### src/rtl/dmem_arbiter_pkg.sv
// rtl/dmem_arbiter_pkg.sv - shared types for the dual-core data memory arbiter
package dmem_arbiter_pkg;

   localparam int NUM_CORES = 2;
   localparam int WORD_W    = 32;

   typedef logic [WORD_W-1:0] word_t;

   typedef enum logic [1:0] {
      IDLE,
      ISSUE,
      WAIT,
      RESP
   } arb_state_t;

   // Priority to hand over once a core has been served: the core that was not granted.
   function automatic logic next_prio(input logic [NUM_CORES-1:0] served);
      return served[0];
   endfunction

endpackage

### src/rtl/rr_arb2.sv
// rtl/rr_arb2.sv - combinational two-way round-robin pick, priority held by caller
module rr_arb2
   import dmem_arbiter_pkg::*;
(
   input  logic [NUM_CORES-1:0] req,
   input  logic                 prio,
   output logic [NUM_CORES-1:0] gnt
);

   always_comb begin
      gnt = '0;
      case (req)
         2'b01:   gnt = 2'b01;
         2'b10:   gnt = 2'b10;
         2'b11:   gnt = prio ? 2'b10 : 2'b01;
         default: gnt = '0;
      endcase
   end

endmodule

### src/rtl/dmem_arbiter.sv
// rtl/dmem_arbiter.sv - shares one fixed-latency data memory between two cores
module dmem_arbiter
   import dmem_arbiter_pkg::*;
#(
   parameter int MEM_LAT = 1,
   parameter int CNT_W   = 4
)
(
   input  logic                 clk,
   input  logic                 reset,
   input  logic [NUM_CORES-1:0] req,
   input  logic [NUM_CORES-1:0] we,
   input  word_t                addr0,
   input  word_t                addr1,
   input  word_t                wdata0,
   input  word_t                wdata1,
   output logic [NUM_CORES-1:0] done,
   output word_t                rdata0,
   output word_t                rdata1,
   output logic [NUM_CORES-1:0] gnt,
   output logic                 mem_en,
   output logic                 mem_we,
   output word_t                mem_addr,
   output word_t                mem_wdata,
   input  word_t                mem_rdata
);

   arb_state_t             state;
   arb_state_t             state_next;
   logic                   prio;
   logic [NUM_CORES-1:0]   pick;
   logic [CNT_W-1:0]       cnt;

   rr_arb2 u_rr_arb2 (
      .req  (req),
      .prio (prio),
      .gnt  (pick)
   );

   always_ff @(posedge clk) begin
      if (reset) begin
         state <= IDLE;
      end else begin
         state <= state_next;
      end
   end

   always_comb begin
      state_next = state;
      mem_en     = 1'b0;
      done       = '0;
      case (state)
         IDLE: begin
            if (|req) begin
               state_next = ISSUE;
            end
         end
         ISSUE: begin
            mem_en     = 1'b1;
            state_next = WAIT;
         end
         WAIT: begin
            if (cnt == '0) begin
               state_next = RESP;
            end
         end
         RESP: begin
            done       = gnt;
            state_next = IDLE;
         end
         default: begin
            state_next = IDLE;
         end
      endcase
   end

   // Request fields are captured once in IDLE so later changes by a stalled core are ignored.
   always_ff @(posedge clk) begin
      if (reset) begin
         gnt       <= '0;
         prio      <= 1'b0;
         cnt       <= '0;
         mem_we    <= 1'b0;
         mem_addr  <= '0;
         mem_wdata <= '0;
         rdata0    <= '0;
         rdata1    <= '0;
      end else begin
         case (state)
            IDLE: begin
               if (|req) begin
                  gnt       <= pick;
                  mem_we    <= |(pick & we);
                  mem_addr  <= pick[1] ? addr1 : addr0;
                  mem_wdata <= pick[1] ? wdata1 : wdata0;
               end
            end
            ISSUE: begin
               cnt <= CNT_W'(MEM_LAT - 1);
            end
            WAIT: begin
               if (cnt == '0) begin
                  if (!mem_we && gnt[0]) begin
                     rdata0 <= mem_rdata;
                  end
                  if (!mem_we && gnt[1]) begin
                     rdata1 <= mem_rdata;
                  end
               end else begin
                  cnt <= cnt - 1'b1;
               end
            end
            RESP: begin
               prio <= next_prio(gnt);
               gnt  <= '0;
            end
            default: begin
               gnt <= '0;
            end
         endcase
      end
   end

endmodule

### config.mk
export PLATFORM = sky130hd
export DESIGN_NAME = dmem_arbiter
export DESIGN_NICKNAME = d
export VERILOG_FILES = /design/src/rtl/dmem_arbiter_pkg.sv /design/src/rtl/rr_arb2.sv /design/src/rtl/dmem_arbiter.sv
export SDC_FILE = /design/constraint.sdc
export NUM_CORES = 1
export LEC_CHECK = 0
export ABC_AREA = 1
export CAP_MARGIN = 10
export CORE_MARGIN = 4
export CORE_UTILIZATION = 35
export CTS_CLUSTER_SIZE = 40
export DETAILED_ROUTE_END_ITERATION = 12
export PLACE_DENSITY = 0.73
export SETUP_SLACK_MARGIN = 0.5
export SLEW_MARGIN = 10
export SYNTH_ARGS = -nofsm -noshare
export SYNTH_HDL_FRONTEND = slang
export SYNTH_SLANG_ARGS = --single-unit
### constraint.sdc
create_clock -name clk -period 2.16 [get_ports clk]
set_clock_uncertainty 0.15 [all_clocks]
set_input_delay 0.216 -clock clk [delete_from_list [all_inputs] [get_ports clk]]
set_output_delay 0.216 -clock clk [all_outputs]
set_load 0.01 [all_outputs]
# --- After elaboration in Yosys (flattened, before gate mapping) ---
# Cells that the tools add are included.
# Widths: inputs -> output; s select.
classes:
  eq_ne: 9
  add_sub_neg: 1
  mux: 13
  n_bitwise: 1
  reduce_logical: 15
ops:
  columns: ["op", "count"]
  rows:
  - ["$mux 32", 2]
  - ["$mux 2", 5]
  - ["$eq 2x2->1 const B", 4]
  - ["$pmux 2 s4", 1]
  - ["$pmux 4 s2", 1]
  - ["$reduce_and 2->1", 4]
  - ["$ne 2x2->1 const B", 3]
  - ["$pmux 2 s3", 1]
  - ["$reduce_and 3->1", 2]
  - ["$eq 2x1->1 const B", 2]
  - ["$logic_not 4->1", 1]
  - ["$mux 4", 1]
  - ["$pmux 2 s2", 1]
  - ["$reduce_bool 2->1", 2]
  - ["$reduce_or 2->1", 2]
  - ["$sub 4x1->4 const B", 1]
  - ["$and 2x2->2", 1]
  - ["$logic_and 1x1->1", 2]
  - ["$logic_not 2->1", 1]
  - ["$logic_not 1->1", 1]
  - ["$mux 1", 1]
totals:
  in_bits: 166
  regBits: 138
  output_inout_bits: 134
  wordCells: 48

# --- Longest topological paths before layout ---
logic_depth:
  word_depth: 4
  depth_mapped: 8
  depth_no_buf: 8

# --- By module ---
# Synthesis repeated with hierarchy kept, for this count alone.
unflattened:
  cells_unflattened: 810
  hier_area_um2: 5833.1
modules_own_cells:
  columns: ["module", "cells_per_inst", "seq_area_each_um2", "area_per_inst_um2", "instances"]
  rows:
  - ["dmem_arbiter", 805, 2762.6, 5813.1, 1]
  - ["rr_arb2", 5, 0.0, 20.0, 1]

# --- Worst setup path before layout ---
# Ideal clock, no wire load.
synth_timing:
  path_kind: "reg2reg"
  start: "register state[0]"
  end: "register rdata0[28]"
  arrival_ns: 1.293
  setup_slack_ns: 0.648
  required_time_ns: 1.940
  setup_ns: 0.070
  path_stages_with_launch: 8
  path_buffers: 1
  synth_period_minus_slack_ns: 1.512
  cell_sequence: "dfxtp_1 -> inv_1 -> ha_1 -> nand3_1 -> nor2_4 -> buf_2 -> o21ai_0 -> a21oi_1"
synth_between:
  elab_chain_cells: 2
synth_rtl:
  columns: ["element", "line", "source"]
  rows:
  - ["from (decl)", "dmem_arbiter.sv:28", "arb_state_t state;"]
  - ["from (signal assigned)", "dmem_arbiter.sv:44", "state <= state_next;"]
  - ["$eq 2x2->1", "dmem_arbiter.sv:89", "case (state)"]
  - ["$reduce_and 3->1 (no source line)", null, null]
  - ["to (signal assigned)", "dmem_arbiter.sv:104", "rdata0 <= mem_rdata;"]
  - ["to (decl)", "dmem_arbiter.sv:18", "output word_t rdata0,"]
# No other way between the ends.
# A chain may end at the register's enable or synchronous reset.

# --- Worst setup path in the final report ---
layout_timing:
  start: "register state[0]"
  end: "register mem_wdata[1]"
layout_between:
  elab_chain_cells: 2
layout_rtl:
  columns: ["element", "line", "source"]
  rows:
  - ["$logic_not 2->1", "dmem_arbiter.sv:89", null]
  - ["$reduce_and 2->1 (no source line)", null, null]
  - ["to (signal assigned)", "dmem_arbiter.sv:95", "mem_wdata <= pick[1] ? wdata1 : wdata0;"]
  - ["to (decl)", "dmem_arbiter.sv:24", "output word_t mem_wdata,"]
# No other way between the ends.

==> results.md <==
- Status: finished, final reports clean
- Hold_buf cts: 0
- Drt drc: 0
- Unique masters post-synth: 26
- CTS tree: yes
- Crit path time final: 1668 ps
- Commonest cells after routing, fill and taps aside: 165 x clkdlybuf4s50_1, 135 x dfxtp_1, 128 x dlygate4sd2_1, 113 x a21oi_1, 105 x inv_1
- Global-route wire length before repair: 30580 um
- Syn Inst Count: about 750
- Worst Path Required: 2310 ps
- Final Cell Area: 10120 um2
- Worst Setup SP: state[0]
- Maximum clock frequency: between 500 and 600 MHz
- Max cap viols: 0
- Clock latency on the worst-skew pair: between 400 and 500 ps
- Slowest stage delay, CP: 400 ps
- Wire length per cell: 17.88 um
- Commonest non-fill, non-tap cell in the layout: clkdlybuf4s50_1
- H-tree level count: 4
- Die X: 135.9 um
- Antenna Nets Post-Route: 0
- Layout cells sized above 1: 0.1227
- GRT Util Overall: 0.2099
- Worst hold stages: 3
- Avg Synthesized Cell Area: 7.684 um2
- Slew @ Worst Pin: about 310 ps
- VDD IR max: 0.0005258 V
- CTS Buffer Depth: 2
- Max FO, Critical Path: 11
- Critical Path End Type: flop
- DRT Pass-1 Iters: 5
- Worst R2R End: mem_wdata[1]
- Post-synthesis sequential area ratio: 0.4826
- Crit path cell chain: inv_6 > ha_4 > inv_1 > nor2_4 > buf_12 > buf_6 > clkbuf_16 > o21ai_0 > a21oi_1
- CP Class: reg2reg
- Period utilisation layout: 0.7723
- Endpoints failing hold: 0
- Worst hold endpoint: rdata0[30]
- Total number of vias: around 6200
- Max_slew headroom: 0.7904
- Slowest cell on crit path: dfxtp_4
- HP Start: mem_rdata[30]
- Die Y: 135.9 um
- Lkg Pwr: 4.844 nW
- Top-Level Pins: 300
- R2R Path Start: state[0]
- Crit path arrival time: 1820 ps
- Layout Area Growth over Synthesis: 76.83%
- Slew Limit Fails: 0
- Grt ovf: 0
- PD cells: 1005 nW/um2
- CORE AREA: around 16000 um2
- Flops & latches, synth: 138
- Startpoint Class: flop
- Placer Congestion: 0.7980
- Synth warn: 0
- Final Setup Violations: 0
- Via density: 4.854
- Clock transition at path regs: 70 ps
- RSZ-0062 raised after global routing: true
- Vias in the first global route: 5712
- Initial antenna violation count: 3
- Synth Cell Area: 5724 um2
- Clk sinks: 138
- CTS Root Cell: clkbuf_16
- Port bufs: 299
- Total CTS buffers: 17
- Initial core utilization: 0.3590
- Reg2reg setup slack: 490 ps
- Largest net degree at the start of global routing: 70
- CP bufs+invs: 5
- Aggregate routed wire length: 23020 um
- Number of DRC markers in iteration 0: 317
- Post-DP HPWL: 13530 um
- Die ar.: 18460 um2
- Row Count: 46
- Post-Syn Nets: 918
- Final layout net count: 1228
- Reg2Reg Depth: 9
- Top delay family on crit path: buffers and inverters
- Placed inst area: between 8000 and 9000 um2
- Worst Hold Class: in2reg
- Fin Setup TNS: 0 ps
## cells by family after synthesis
logic type | Yosys count | share of synthesized area
buf+inv | 162 | 0.1279
compound gates | 338 | 0.3003
simple gates | 100 | 0.07388
flops | 138 | 0.4826
fa+ha+maj | 7 | 0.01530
## layout make-up
type,count,area [um2]
tap,216,270.3
sequential,138,2771
clock inverter,14,162.7
timing repair buffer,344,3640
fill,1383,5821
multi-input combinational,445,2415
antenna,3,7.507
clock buffer,18,439.2
inverter,109,416.7
## power breakdown
group | switching (mW) | total [mW] | leakage (nW) | internal, mW
clock | 1.23 | 2.99 | 0.282 | 1.76
sequential | 0.307 | 3.42 | 1.13 | 3.12
combinational | 1.95 | 3.76 | 3.43 | 1.82
total | 3.48 | 10.2 | 4.84 | 6.69
## cells in the mapped netlist
master      n  share of area
a21boi_0    1         0.0013
a21oi_1   137           0.12
a21oi_2     2         0.0031
a31oi_1     1         0.0011
buf_2      24          0.021
buf_4       5         0.0066
buf_6      10          0.020
clkbuf_1   14         0.0092
dfxtp_1   138           0.48
ha_1        7          0.015
inv_1     107          0.070
inv_2       2         0.0013
nand2_1    81          0.053
nand2_2     1         0.0011
nand3_1     6         0.0052
nand3_2     1         0.0017
nand4_1     1         0.0011
nor2_1      4         0.0026
nor2_2      1         0.0011
nor2_4      3         0.0059
nor3_1      1        0.00087
o211ai_1    2         0.0026
o21ai_0   115           0.10
o21ai_1    79          0.069
o21ai_4     1         0.0028
or2_2       1         0.0011
## timing repair
action / in CTS / in global routing
resized for setup: 148 / 82
pin swaps: 4 / 13
gates cloned: 4 / 15
endpoints found under the setup margin: 234 / 116
buffers inserted: 6 / 9
## registers in the layout, indices dropped and copies added, names as in the netlist
| register | count |
|---|---|
| prio | 1 |
| mem_addr | 32 |
| rdata0 | 32 |
| mem_we | 1 |
| mem_wdata | 32 |
| rdata1 | 32 |
| state | 2 |
| gnt | 2 |
| cnt | 4 |
## metal layers
| layer | GRT usage | wire (um) |
|---|---|---|
| met1 | 0.2499 | 8711 |
| met2 | 0.3396 | 11600 |
| met3 | 0.09252 | 2350 |
| met4 | 0.06943 | 351 |
| met5 | 0 | 0 |
## worst max path at each step
stage                         end  slack [ps]  cells after the start
floorplan              rdata0[28]         650                      7
finish               mem_wdata[1]         490                      9
global route            rdata1[3]         410                      8
global placement    mem_wdata[13]         280                      6
detailed placement    mem_addr[1]         230                      6
CTS                       done[0]         390                      4
## worst register-to-register path, stage by stage (launching register included)
cell and delay (ps):
dfxtp_4 400, inv_6 60, ha_4 160, inv_1 80
nor2_4 50, buf_12 140, buf_6 130, clkbuf_16 170
o21ai_0 150, a21oi_1 60
## through the flow
| stage | setup slack, ps | power (mW) | util | hold WS, ps | std cells |
|---|---|---|---|---|---|
| after floorplan | 647.5 | 5.056 | - | 128.4 | 745 |
| after global placement | 284.0 | 6.625 | 0.5554 | 293.3 | 1218 |
| after detailed placement | 231.8 | 6.677 | 0.5554 | 300.0 | 1218 |
| after CTS | 392.3 | 9.683 | 0.5976 | 185.2 | 1260 |
| after global routing | 411.1 | 10.69 | 0.6349 | 206.9 | 1287 |
| final | 491.7 | 10.17 | 0.6349 | 207.9 | 1287 |
Note: power is estimated with default switching activity, not from simulation.
